==> config.mk <==
export PLATFORM = sky130hd
export DESIGN_NAME = avalon_ram_arbiter
export DESIGN_NICKNAME = d
export VERILOG_FILES = /design/src/rtl/avalon_arb_pkg.sv /design/src/rtl/avalon_ram_arbiter_rr_pick.sv /design/src/rtl/avalon_ram_arbiter.sv
export SDC_FILE = /design/constraint.sdc
export NUM_CORES = 1
export LEC_CHECK = 0
export CAP_MARGIN = 25
export CORE_AREA = 8 8 131 133
export DETAILED_ROUTE_END_ITERATION = 10
export DIE_AREA = 0 0 139 141
export PLACE_DENSITY = 0.56
export SYNTH_ARGS = -nofsm -noshare
export SYNTH_HDL_FRONTEND = slang
export SYNTH_HIERARCHICAL = 1
export SYNTH_SLANG_ARGS = --single-unit
==> constraint.sdc <==
create_clock -name clk -period 4 [get_ports clk]
set_clock_uncertainty 0.05 [all_clocks]
set_input_delay 0.6 -clock clk [delete_from_list [all_inputs] [get_ports clk]]
set_output_delay 0.6 -clock clk [all_outputs]
set_load 0.02 [all_outputs]
==> src/rtl/avalon_arb_pkg.sv <==
// Shared types and constants for the main-memory Avalon arbiter.
// Master index constants fix which port of the interconnect lands on which arbiter input.
package avalon_arb_pkg;

    typedef enum logic [0:0] {
        IDLE = 1'b0,
        LOCK = 1'b1
    } arb_state_e;

    localparam int DEF_NM = 3;
    localparam int DEF_AW = 32;
    localparam int DEF_DW = 32;

    localparam int IBUS  = 0;
    localparam int DBUS  = 1;
    localparam int DEBUG = 2;

endpackage

==> src/rtl/avalon_ram_arbiter_rr_pick.sv <==
// Combinational round-robin picker: first requester at or above ptr_i, wrapping.
// Zero latency, no backpressure; the request vector is doubled so the wrap becomes a plain priority encode.
module rr_pick #(
    parameter int N  = 3,
    parameter int PW = $clog2(N)
) (
    input  logic [N-1:0]  req_i,
    input  logic [PW-1:0] ptr_i,
    output logic [N-1:0]  gnt_o,
    output logic          found_o
);

    logic [2*N-1:0] dbl;
    logic [2*N-1:0] low_mask;
    logic [2*N-1:0] masked;

    always_comb begin
        dbl      = {req_i, req_i};
        low_mask = '0;
        for (int i = 0; i < N; i++) begin
            if (i < int'(ptr_i)) low_mask[i] = 1'b1;
        end
        masked  = dbl & ~low_mask;
        gnt_o   = '0;
        found_o = 1'b0;
        for (int j = 0; j < 2 * N; j++) begin
            if (masked[j] && !found_o) begin
                found_o      = 1'b1;
                gnt_o[j % N] = 1'b1;
            end
        end
    end

endmodule

==> src/rtl/avalon_ram_arbiter.sv <==
// Round-robin arbiter sharing one Avalon RAM slave among NM masters; grant is held until the transfer completes.
// Zero added latency in IDLE; losers and idle masters always see m_waitrequest=1, the owner sees s_waitrequest.
module avalon_ram_arbiter
    import avalon_arb_pkg::*;
#(
    parameter int NM = DEF_NM,
    parameter int AW = DEF_AW,
    parameter int DW = DEF_DW
) (
    input  logic                    clk,
    input  logic                    rst_n,
    input  logic [NM-1:0]           m_read,
    input  logic [NM-1:0]           m_write,
    input  logic [NM*AW-1:0]        m_address,
    input  logic [NM*(DW/8)-1:0]    m_byte_enable,
    input  logic [NM*DW-1:0]        m_writedata,
    output logic [DW-1:0]           m_readdata,
    output logic [NM-1:0]           m_waitrequest,
    output logic                    s_read,
    output logic                    s_write,
    output logic [AW-1:0]           s_address,
    output logic [DW/8-1:0]         s_byte_enable,
    output logic [DW-1:0]           s_writedata,
    input  logic [DW-1:0]           s_readdata,
    input  logic                    s_waitrequest,
    output logic [NM-1:0]           grant,
    output logic                    proto_err
);

    localparam int PW = $clog2(NM);
    localparam int BW = DW / 8;

    arb_state_e      state_q, state_d;
    logic [PW-1:0]   rr_ptr_q, rr_ptr_d;
    logic [PW-1:0]   owner_q, owner_d;
    logic            proto_err_q, proto_err_d;

    logic [NM-1:0]   req;
    logic [NM-1:0]   win_gnt;
    logic            win_found;
    logic [PW-1:0]   win_idx;
    logic [PW-1:0]   sel_idx;
    logic            active;

    function automatic logic [PW-1:0] next_idx(input logic [PW-1:0] x);
        return (x == PW'(NM - 1)) ? '0 : x + 1'b1;
    endfunction

    assign req = m_read | m_write;

    rr_pick #(.N(NM), .PW(PW)) u_pick (
        .req_i   (req),
        .ptr_i   (rr_ptr_q),
        .gnt_o   (win_gnt),
        .found_o (win_found)
    );

    always_comb begin
        win_idx = '0;
        for (int i = 0; i < NM; i++) begin
            if (win_gnt[i]) win_idx = PW'(i);
        end
    end

    // Outputs are gated by rst_n so an asserted reset silences the slave side at once.
    always_comb begin
        sel_idx = owner_q;
        active  = 1'b0;
        if (state_q == IDLE) begin
            if (win_found) begin
                sel_idx = win_idx;
                active  = rst_n;
            end
        end else begin
            active = rst_n & req[owner_q];
        end
    end

    always_comb begin
        grant         = '0;
        m_waitrequest = '1;
        if (active) begin
            grant[sel_idx]         = 1'b1;
            m_waitrequest[sel_idx] = s_waitrequest;
        end
        s_write       = active & m_write[sel_idx];
        s_read        = active & m_read[sel_idx] & ~m_write[sel_idx];
        s_address     = m_address[int'(sel_idx) * AW +: AW];
        s_byte_enable = m_byte_enable[int'(sel_idx) * BW +: BW];
        s_writedata   = m_writedata[int'(sel_idx) * DW +: DW];
        m_readdata    = s_readdata;
        proto_err     = proto_err_q;
    end

    always_comb begin
        state_d     = state_q;
        rr_ptr_d    = rr_ptr_q;
        owner_d     = owner_q;
        proto_err_d = proto_err_q;
        if (state_q == IDLE) begin
            if (win_found) begin
                if (!s_waitrequest) begin
                    rr_ptr_d = next_idx(win_idx);
                end else begin
                    owner_d = win_idx;
                    state_d = LOCK;
                end
            end
        end else begin
            if (!req[owner_q]) begin
                proto_err_d = 1'b1;
                rr_ptr_d    = next_idx(owner_q);
                state_d     = IDLE;
            end else if (!s_waitrequest) begin
                rr_ptr_d = next_idx(owner_q);
                state_d  = IDLE;
            end
        end
    end

    always_ff @(posedge clk or negedge rst_n) begin
        if (!rst_n) begin
            state_q     <= IDLE;
            rr_ptr_q    <= '0;
            owner_q     <= '0;
            proto_err_q <= 1'b0;
        end else begin
            state_q     <= state_d;
            rr_ptr_q    <= rr_ptr_d;
            owner_q     <= owner_d;
            proto_err_q <= proto_err_d;
        end
    end

endmodule

==> results of run 1 <==
==> stage by stage <==
stage / cells / cell area (um^2) / util (%) / setup TNS, ps / total power [uW]
floorplan: 245 / 1790 / - / 0 / 1810
global placement: 687 / 4810 / 32.1 / -1710 / 3370
detailed placement: 687 / 4810 / 32.1 / -2950 / 3400
CTS: 692 / 4810 / 32.1 / 0 / 3240
global route: 693 / 4830 / 32.3 / -28.3 / 3420
finish: 693 / 4830 / 32.3 / 0 / 3200
==> registers in the layout, indices dropped and copies added, names as in the netlist <==
register   count
owner_q        2
rr_ptr_q       2
proto_err      1
state_q        1
==> final timing paths <==
kind / endpoint / start / slack (ps)
worst min register to register: proto_err / proto_err / 430
worst max-delay path: s_address[27] / m_write[1] / 130
worst max register to register: rr_ptr_q[1] / rr_ptr_q[1] / 2210
max in group asynchronous: rr_ptr_q[1] / rst_n / 3090
worst min-delay path: proto_err / proto_err / 430
min in group asynchronous: rr_ptr_q[0] / rst_n / 580
==> critical path, delay by kind of cell <==
kind	cells	cell delay, ps
buffers and inverters	6	1260
AO/OA/AOI/OAI	2	600
AND/OR/NAND/NOR	3	420
multiplexers	1	330
==> area by class of cell <==
type                            count  area [um^2]  share of cell area, %
Multi-Input combinational cell    115         1050                   21.7
Tap cell                          188          235                   4.87
Clock buffer                        3         75.1                   1.55
Timing Repair Buffer              312         3060                   63.4
Inverter                           69          259                   5.36
Sequential cell                     6          150                   3.11
==> power groups by stage <==
| stage | sequential, uW | clock (uW) | combinational [uW] |
|---|---|---|---|
| 2_1_floorplan | 105 | 0 | 1710 |
| 3_3_place_gp | 112 | 0 | 3260 |
| 3_5_place_dp | 112 | 0 | 3290 |
| 4_1_cts | 112 | 165 | 2970 |
| 5_1_grt | 118 | 170 | 3130 |
| 6_report | 112 | 161 | 2930 |
==> routing by layer <==
layer  vias up  part of all wire (%)  GRT usage, %
li1       1447                     -             -
met1      1474                    34          11.5
met2       216                    54          23.3
met3        42                   9.7          4.05
met4         0                   2.7          5.14
met5         -                     0             0
==> timing repair <==
item | CTS | global route
gates cloned | 0 | 0
buffers inserted | 2 | 1
resized for setup | 68 | 7
pin swaps | 0 | 2
endpoints found under the setup margin | 70 | 23
==> metrics.yaml, run 1 <==
setup_path:
  cpPeakStageDelay_ps: 450
  cp-start-kind: "input pin"
  required_ps: 3350
  end_kind: "output pin"
  cp_cell_sequence: "clkdlybuf4s50_1, nor2_1, inv_1, buf_4, nor3b_1, o31a_1, nor2_1, mux2_2, buf_12, a222oi_1, inv_1, dlygate4sd2_1"
  crit_type: "in -> out"
  worstPathArrival_ps: 3220
  worst_r2r_path_depth: 7
  cp_max_fo: 35
  slowest_stage: "clkdlybuf4s50_1"
pwr:
  clkPwrFrac_pct: 5.0
  p_sw_uw: 1700
  power.density_nw_per_um2: 663
  p_int_uw: 1500
  ir_worst_vdd_mv: 0.364
  p_sw_share_pct: 53.1
  pwr-share-seq_pct: 3.5
  combPwrFrac_pct: 91.4
  leakage_uw: 0.00222
finish:
  layout_commonest_cell: "clkdlybuf4s50_1"
  nets: 752
  num_antenna_cells: 0
  syn_to_final_growth_pct: 171
  drive_gt1_share_pct: 7.52
  nFillCells: 1570
  most-common-layout-cells: "clkdlybuf4s50_1, a222oi_1, inv_1, dlygate4sd2_1, buf_4"
sta:
  postLayoutSetupSlackWorst_ps: 129
  tightest_slew_ps: 384
  min_period_ps: 3870
  hold_viol: 0
  setup_viol: 0
  relSlewSlack_pct: 74.4
  finalCritPeriodShare_pct: 96.8
  drv_slew: 0
  max_freq_mhz: 258
  hold_ws_ps: 425
clocking:
  h-tree-depth: 1
  cts_root_buf: "clkbuf_16"
  cts_tree: "done"
  worstSkewPairLatency_ps: 230
  hold_buffers: 0
  cts_buffer_depth: 2
  clkSinkCount: 6
  cts_made_buffers: 3
  clkTransAtPathRegs_ps: 30
die:
  coreArea_um2: 15000
  die_area_um2: 19600
  io_pins: 354
  start_util_pct: 11.9
  row_count: 45
  die_w_um: 139
  die_h_um: 141
drt:
  drc: 0
  vias_per_cell: 4.59
  wire_per_inst_um: 18.7
  drt_iter0_markers: 379
  wirelength_mm: 13.0
  drt_pass1_iterations: 9
  detail-route-antenna-nets: 0
  via_count: 3179
synth:
  netlist_area_um2: 1790
  yosysWarnings: 6
  synth_nets: 490
  synthCells: 245
  avgSynthCellArea_um2: 7.29
place:
  dp_hpwl_mm: 11.1
  place_congestion: 0.785
  portBuffers: 289
  dp_slack_ps: -182
global_route:
  antenna_found_initial: 0
  grt_usage_pct: 12.1
  grt_pass1_wl_mm: 19.2
  grt_pass1_vias: 3529
  grt_max_degree: 38
  overflow: 0
hold_path:
  whs_path_depth: 1
  worstHoldPathType: "reg -> reg"
job:
  max_cap_viol_count: 0
status:
  run_status: "finished clean"
No activity file was read; power rests on OpenSTA's default activity.
==> run 2: changes to the inputs <==
Settings changed: CTS_CLUSTER_DIAMETER set to 120.
==> results of run 2 <==
The final DEF is identical to that of run 1; final timing and power are the same.
